--- config.mk ---
export PLATFORM = sky130hd
export DESIGN_NAME = instruction_queue
export DESIGN_NICKNAME = d
export VERILOG_FILES = /design/src/rtl/rv32i_types.sv /design/src/rtl/instruction_queue.sv
export SDC_FILE = /design/constraint.sdc
export NUM_CORES = 1
export LEC_CHECK = 0
export BUFFER_PORTS_ARGS = -buffer_cell sky130_fd_sc_hd__buf_2
export CAP_MARGIN = 20
export CELL_PAD_IN_SITES_DETAIL_PLACEMENT = 2
export CELL_PAD_IN_SITES_GLOBAL_PLACEMENT = 2
export CORE_ASPECT_RATIO = 0.6
export CORE_UTILIZATION = 30
export CTS_CLUSTER_SIZE = 25
export DETAILED_ROUTE_END_ITERATION = 8
export HOLD_SLACK_MARGIN = 0.03
export PLACE_DENSITY_LB_ADDON = 0.1
export SYNTH_ARGS = -nofsm -noshare
export SYNTH_HDL_FRONTEND = slang
export SYNTH_SLANG_ARGS = --single-unit
--- constraint.sdc ---
create_clock -name clk -period 11.5 [get_ports clk]
set_input_delay 0 -clock clk [delete_from_list [all_inputs] [get_ports clk]]
set_output_delay 0 -clock clk [all_outputs]
set_load 0.1 [all_outputs]
--- src/rtl/rv32i_types.sv ---
// Shared RV32I pipeline types: the decoded-instruction record and the sizing
// used by the circular queues between decode and dispatch.
package rv32i_types;

    typedef struct packed {
        logic [31:0] pc;
        logic [31:0] inst;
        logic [6:0]  opcode;
        logic [4:0]  rd_addr;
        logic [4:0]  rs1_addr;
        logic [4:0]  rs2_addr;
    } instruction_info_reg_t;

    localparam int IQ_DEPTH = 16;
    localparam int IQ_PTR_W = $clog2(IQ_DEPTH) + 1;

    // Index bits plus one wrap bit, same shape as the ROB and free-list pointers.
    typedef logic [IQ_PTR_W-1:0] iq_ptr_t;

endpackage

--- src/rtl/instruction_queue.sv ---
// Circular FIFO of decoded instructions between decode and rename/dispatch.
// Wrap-bit pointers give full/empty/count; flush empties the queue in one edge.
module instruction_queue
    import rv32i_types::*;
#(
    parameter int DEPTH = IQ_DEPTH,
    parameter int CNT_W = $clog2(DEPTH) + 1
) (
    input  logic                  clk,
    input  logic                  rst_n,
    input  logic                  enq_valid,
    input  instruction_info_reg_t enq_data,
    output logic                  enq_ready,
    output logic                  deq_valid,
    output instruction_info_reg_t deq_data,
    input  logic                  deq_ready,
    input  logic                  flush,
    output logic [CNT_W-1:0]      count,
    output logic                  full,
    output logic                  empty
);

    localparam int IDX_W = $clog2(DEPTH);
    localparam logic [CNT_W-1:0] PTR_ONE = CNT_W'(1);

    instruction_info_reg_t mem [DEPTH];

    logic [CNT_W-1:0] head_ptr;
    logic [CNT_W-1:0] tail_ptr;
    logic [IDX_W-1:0] head_idx;
    logic [IDX_W-1:0] tail_idx;
    logic             enq_fire;
    logic             deq_fire;

    assign head_idx = head_ptr[IDX_W-1:0];
    assign tail_idx = tail_ptr[IDX_W-1:0];

    assign empty     = (head_ptr == tail_ptr);
    assign full      = (head_idx == tail_idx) && (head_ptr[CNT_W-1] != tail_ptr[CNT_W-1]);
    assign count     = tail_ptr - head_ptr;
    assign enq_ready = !full;
    assign deq_valid = !empty;
    assign deq_data  = mem[head_idx];

    assign enq_fire = enq_valid && enq_ready;
    assign deq_fire = deq_valid && deq_ready;

    always_ff @(posedge clk or negedge rst_n) begin
        if (!rst_n) begin
            head_ptr <= '0;
            tail_ptr <= '0;
        end else if (flush) begin
            head_ptr <= '0;
            tail_ptr <= '0;
        end else begin
            if (enq_fire) tail_ptr <= tail_ptr + PTR_ONE;
            if (deq_fire) head_ptr <= head_ptr + PTR_ONE;
        end
    end

    // A flushed enqueue is dropped entirely, so storage is left untouched too.
    always_ff @(posedge clk) begin
        if (enq_fire && !flush) mem[tail_idx] <= enq_data;
    end

`ifndef SYNTHESIS
    localparam logic [CNT_W-1:0] DEPTH_CNT = CNT_W'(DEPTH);

    a_count_bound : assert property (@(posedge clk) disable iff (!rst_n)
        count <= DEPTH_CNT);

    a_ptr_hold : assert property (@(posedge clk) disable iff (!rst_n)
        (!flush && !enq_fire && !deq_fire) |=>
            (head_ptr == $past(head_ptr)) && (tail_ptr == $past(tail_ptr)));
`endif

endmodule

==> impl_results.md, run 1 <==
- Final setup skew: 0.03621 ns
- Part of the cycle the worst path needs: 50.65%
- Max-slew violations: 0
- Measured slew at the worst slew-check pin: 1.160 ns
- Fin crit period: about 5.8 ns
- GP Congestion: 0.6929
- Worst hold stages: 3
- Initial antenna violation count: 13
- Root Driver: clkbuf_16
- Syn Nets: 2491
- Area grow syn2layout: 17.06%
- Post-Syn Area: between 50000 and 60000 um2
- Critical path launch point: head_ptr[3]$_DFFE_PN0P_
- Reg clk slew, reported paths: 0.06 ns
- Worst EP required: 11.90 ns
- Post_cts resized: 0
- Hold Crit Class: input port to register
- Dpl hpwl: about 79 mm
- Die extent in x: 544.9 um
- Worst setup path category: register to register
- Via density: 4.875
- Max Fclk: 171.7 MHz
- Pwr per Cell Area: 194.7 nW/um2
- Outcome: complete, no violations
- Reg2reg end: mem[12][50]$_DFFE_PP_
- Initial core utilization: 30.23%
- Reg2reg path depth: 8
- Sink Count: 1386
- Seq cells post-synth: approximately 1400
- Max Cap Violations: 0
- Ports: 186
- Crit. End Element: register
- IO buf count: about 190
- R2R setup slack: 5.68 ns
- CP Launch Type: register
- Leakage dissipation: 0.01873 uW
- ANT nets after route: 0
- Crit Path Max Fanout: 48
- CTS max path bufs: 4
- Crit path DAT: 6.22 ns
- CTS H-tree lvls: 4
- Power Total: 12100 uW
- Initial DRC count: 1802
- Fraction of layout cells with a size suffix above 1: 25.30%
- Distinct cells, synth: 34
- Core area: 175500 um2
- Number of cell rows: 119
- Final setup vio count: 0
- First-pass GRT wire length: around 210 mm
- Vias in the first global route: 28262
- Worst r2r src: head_ptr[3]$_DFFE_PN0P_
- GRT Util Overall: 16.27%
- Final Hold Vio Count: 0
- Most frequent cells in the layout: 1376 x edfxtp_1, 260 x mux2i_1, 258 x mux4_2
- Min-delay src: flush
- YS warnings: 0
- RSZ-0062 raised after global routing: false
- Commonest non-fill, non-tap cell in the layout: edfxtp_1
- Fin Hold WS: 0.1350 ns
- Syn avg cell area: ~22 um2
- Total Neg Setup Slack: 0 ns
- Hold path endpoint: tail_ptr[3]$_DFFE_PN0P_
- Mapped Cells: roughly 2400
- Vias: roughly 25000
- Register area share after synthesis: 78.35%
- Worst slew margin: 22.66%
- WL final: 144.4 mm
- TritonCTS clock tree: yes
- Die area: approximately 180000 um2
- Grt ovf: 0
- Fill cells: 16848
- DRT Pass-1 Iters: 5
- Die height: 327.8 um
- Clk_lat worst skew: 0.77 ns
- WL/cell: 27.74 um
- Nets: 2839
- Num CTS Buffers: 149
- Worst vdd ir: roughly 0.00011 V
- Residual DRC count: 0
- Pin count of the biggest net entering global routing: 120
==> flip-flops by register name, summed over array words and instances (netlist names) <==
register / count
head_ptr: 5
mem: 1376
tail_ptr: 5
==> cell families (layout without fill, tap and decap cells) <==
logic type | count (synthesis) | count (layout) | share of synthesized area, %
DFF | 1386 | 1386 | 78.35
muxes | 518 | 518 | 15.86
AOI/OAI and AO/OA | 272 | 272 | 3.202
buffers and inverters | 149 | 601 | 1.783
and+or+nand+nor | 43 | 43 | 0.3632
xor gates and xnor gates | 12 | 12 | 0.1981
adders and majority gates | 10 | 10 | 0.2500
other | 0 | 3 | 0
==> area by class of cell <==
| class | count | area (um2) | area share, % |
|---|---|---|---|
| sequential | 1386 | 41580 | 66.95 |
| multi-input combinational | 855 | 10660 | 17.17 |
| clock buffer | 182 | 3916 | 6.305 |
| tap | 2359 | 2952 | 4.752 |
| timing repair buffer | 336 | 2360 | 3.799 |
| clock inverter | 73 | 589.3 | 0.9488 |
| inverter | 10 | 40.04 | 0.06446 |
| antenna | 3 | 7.507 | 0.01209 |
==> cells in the mapped netlist, drive strengths merged <==
cell       n  area share, %
o211ai     2          0.028
fa         1          0.038
ha         9           0.21
dfrtp     10           0.47
o21ai    175            1.7
buf       81            1.3
and2       1          0.012
xnor2      8           0.13
a221oi    86            1.4
nand4      3          0.035
a21o       2          0.028
xor2       4          0.066
nor2b      1          0.012
nor2      22           0.16
and4       1          0.017
nand2      7          0.050
nand2b     2          0.024
mux4     258             11
or3        1          0.012
nand3      1         0.0094
a211oi     2          0.028
clkbuf    58           0.42
nor3       4          0.038
inv       10          0.071
a21oi      5          0.047
mux2i    260            4.9
edfxtp  1376             78
==> how the worst max path moves through the flow <==
stage / slack, ns / endpoint / cells past startpoint
2_1_floorplan: 2.78 / mem[0][0]$_DFFE_PP_ / 9
3_3_place_gp: 5.65 / mem[9][39]$_DFFE_PP_ / 8
3_5_place_dp: 5.46 / mem[9][39]$_DFFE_PP_ / 8
4_1_cts: 5.42 / mem[9][37]$_DFFE_PP_ / 8
5_1_grt: 5.36 / mem[8][50]$_DFFE_PP_ / 8
6_report: 5.68 / mem[12][50]$_DFFE_PP_ / 8
==> report_power, final <==
part	leakage [uW]	switching, uW	internal, uW
Sequential	0.0125	42.2	5590
Clock	0.00221	1960	2620
Combinational	0.00399	1290	584
==> layer usage <==
| metal | GRT usage [%] | part of all wire, % | up-vias |
|---|---|---|---|
| met2 | 26.25 | 47 | 438 |
| met5 | 0 | 0.019 | - |
| met4 | 3.486 | 1.8 | 4 |
| met1 | 23.17 | 47 | 13954 |
| li1 | - | - | 10791 |
| met3 | 2.585 | 3.5 | 180 |
==> per-stage QoR <==
stage | utilization (%) | setup WS, ns | instance area [um2] | cells
floorplan | - | 2.776 | 53060 | 2390
global placement | 32.26 | 5.647 | 56620 | 4851
detailed placement | 32.26 | 5.458 | 56620 | 4851
CTS | 35.35 | 5.425 | 62050 | 5198
global route | 35.38 | 5.365 | 62110 | 5203
finish | 35.38 | 5.676 | 62110 | 5204
==> worst max-delay path, cell delays in order (launching register included) <==
cell	delay (ns)
dfrtp_4	1.03
inv_4	0.47
ha_1	0.51
and4_1	0.29
a211oi_1	0.51
nand2_1	0.36
nor2_4	0.86
buf_4	0.59
buf_4	0.67
==> timing repair <==
| item | CTS | global route |
|---|---|---|
| hold endpoints to repair | 1396 | 0 |
| setup buffers | 0 | 0 |
| hold buffers | 92 | 0 |
Note: power is estimated with default switching activity, not from simulation.
==> inputs of run 2 (changes only) <==
==> constraint.sdc (replaced) <==
create_clock -name clk -period 5.6 [get_ports clk]
set_input_delay 0 -clock clk [delete_from_list [all_inputs] [get_ports clk]]
set_output_delay 0 -clock clk [all_outputs]
set_load 0.1 [all_outputs]
==> impl_results.md, run 2 (same netlist as run 1, synthesis figures left out) <==
- Worst vdd ir: 0.0001779 V (+58%)
- GP Congestion: 0.6940 (+0.16%)
- Vias in the first global route: 28441 (+0.63%)
- Total Neg Setup Slack: 0 ns (unchanged)
- Pwr per Cell Area: 396.3 nW/um2 (+100%)
- Pin count of the biggest net entering global routing: 111 (-7.5%)
- Multi-input gate area: 10690 um2 (+0.24%)
- Fin Hold WS: 0.1344 ns (-0.0005240 ns)
- Largest registers: mem (1376), head_ptr (5), tail_ptr (5)
- Register area: 41580 um2 (unchanged)
- Initial DRC count: 1541 (-14%)
- Crit. End Element: primary output
- Via density: 4.890 (+0.31%)
- Measured slew at the worst slew-check pin: 1.009 ns (-0.1514 ns)
- Crit path cell chain: buf_12 -> mux4_2 -> o21ai_0 -> o21ai_0 -> buf_2
- Highest metal used: met4
- Outcome: complete, no violations
- Number of cell rows: 119 (unchanged)
- Hold Crit Class: input port to register
- Met2 WL: 68.56 mm (+0.41%)
- Fin crit period: ~4.1 ns
- Leakage dissipation: 0.01868 uW (-0.22%)
- WL/cell: 27.53 um (-0.76%)
- TritonCTS clock tree: yes
- CTS H-tree lvls: 4 (unchanged)
- CP Launch Type: register
- Fill cells: 16796 (-0.31%)
- Biggest cell delay along the critical path: 0.83 ns (-0.20 ns)
- Core area: 175500 um2 (unchanged)
- Crit path DAT: 4.15 ns (-2.07 ns)
- Vias: 25393 (+0.10%)
- Dpl hpwl: 73.59 mm (-7.1%)
- Largest Register: mem
- CTS max path bufs: 4 (unchanged)
- Crit-path most repeated cell: o21ai_0
- Ports: 186 (unchanged)
- Max Cap Violations: 0 (unchanged)
- Die area: 178600 um2 (unchanged)
- Part of the cycle the worst path needs: 74.10%
- Post_cts resized: 0 (unchanged)
- Final setup vio count: 0 (unchanged)
- First-pass GRT wire length: 207.0 mm (-0.63%)
- Most frequent cells in the layout: 1376 x edfxtp_1, 260 x mux2i_1, 258 x mux4_2
- IO buf count: 185 (unchanged)
- Residual DRC count: 0 (unchanged)
- Worst EP required: 5.60 ns (-6.30 ns)
- Clk_lat worst skew: 0.80 ns (+0.03 ns)
- Commonest non-fill, non-tap cell in the layout: edfxtp_1
- Die extent in x: 544.9 um (unchanged)
- Reg clk slew, reported paths: 0.06 ns (about the same)
- WL met3: 4.645 mm (-6.8%)
- Die height: 327.8 um (unchanged)
- WL final: 143.0 mm (-0.97%)
- Sink Count: 1386 (unchanged)
- Max-slew violations: 0 (unchanged)
- Final setup skew: 0.03458 ns (-0.001637 ns)
- DRT Pass-1 Iters: 5 (unchanged)
- Crit Path Max Fanout: 103 (+110%)
- Fraction of layout cells with a size suffix above 1: 24.77% (-0.53 points)
- Met1 wire length: 67.23 mm (-1.9%)
- RSZ-0062 raised after global routing: false
- Num CTS Buffers: 149 (unchanged)
- Area grow syn2layout: 17.39%
- Final Hold Vio Count: 0 (unchanged)
- Max Fclk: 241.0 MHz
- Root Driver: clkbuf_16
- Max reg flops: 1376 (unchanged)
- Nets: 2836 (-0.11%)
- Worst setup path category: register to primary output
- Initial core utilization: 30.23% (unchanged)
- ANT nets after route: 0 (unchanged)
- Initial antenna violation count: 6 (-7)
- Util after Layout: 35.48% (+0.10 points)
- Worst slew margin: 32.75% (+10 points)
- GRT Util Overall: 16.11% (-0.16 points)
- CP max stage cell: dfrtp_4
- Grt ovf: 0 (unchanged)
run 2: changes by cell type in the layout (fill, tap and decap cells not counted), sizes merged:
cell / before / now
clkbuf: 183 / 192
diode: 3 / 4
clkinvlp: 3 / 2
bufinv: 9 / 7
buf: 243 / 241
inv: 13 / 11
clkinv: 58 / 44
run 2: per-stage QoR:
stage	power, uW	setup slack (ns)	instance area, um2	std cells
4_1_cts	25120	1.151	62250	5188
3_3_place_gp	15630	1.661	56930	4850
3_5_place_dp	15690	1.605	56930	4850
2_1_floorplan	14870	-0.8182	53080	2390
5_1_grt	25640	1.134	62280	5190
6_report	24680	1.450	62290	5193
run 2: worst max-delay path: cells and delay by family (launching register included):
kind            cells  cell delay, ns
buf+inv             2            1.09
compound gates      2            0.84
flops               1            0.83
mux                 1            0.59
run 2: final timing paths:
check | startpoint | endpoint | slack, ns | depth (start not counted)
hold / removal | enq_data[75] | mem[15][75]$_DFFE_PP_ | 0.13 | 2
max in group asynchronous | rst_n | head_ptr[2]$_DFFE_PN0P_ | 4.79 | 3
setup reg to reg | head_ptr[3]$_DFFE_PN0P_ | mem[2][47]$_DFFE_PP_ | 1.66 | 7
hold reg to reg | head_ptr[4]$_DFFE_PN0P_ | head_ptr[4]$_DFFE_PN0P_ | 0.63 | 2
min in group asynchronous | rst_n | head_ptr[3]$_DFFE_PN0P_ | 0.34 | 3
setup / recovery | head_ptr[0]$_DFFE_PN0P_ | deq_data[20] | 1.45 | 5
run 2: report_power, final:
part	leakage [uW]	internal [uW]	switching, uW	total (uW)
Combinational	0.00402	1210	2660	3870
Sequential	0.0125	11500	63.1	11500
Clock	0.00214	5290	3980	9270
run 2: timing repair:
item	CTS	global route
setup buffers	0	0
hold buffers	92	0
hold endpoints to repair	1396	0
run 2: final cells by class:
class | count | area share, %
flip-flops and latches | 1386 | 66.76
multi-input cells | 855 | 17.16
clock buffers | 192 | 6.364
well taps | 2359 | 4.739
repair buffers | 333 | 4.194
clock inverters | 54 | 0.7011
inverters | 10 | 0.06428
diodes | 4 | 0.01607
run 2: routing by layer:
layer | up-vias | global-route usage, %
met3 | 183 | 2.477
met4 | 0 | 3.670
met2 | 402 | 26.28
met5 | - | 0
met1 | 14002 | 22.68
li1 | 10806 | -
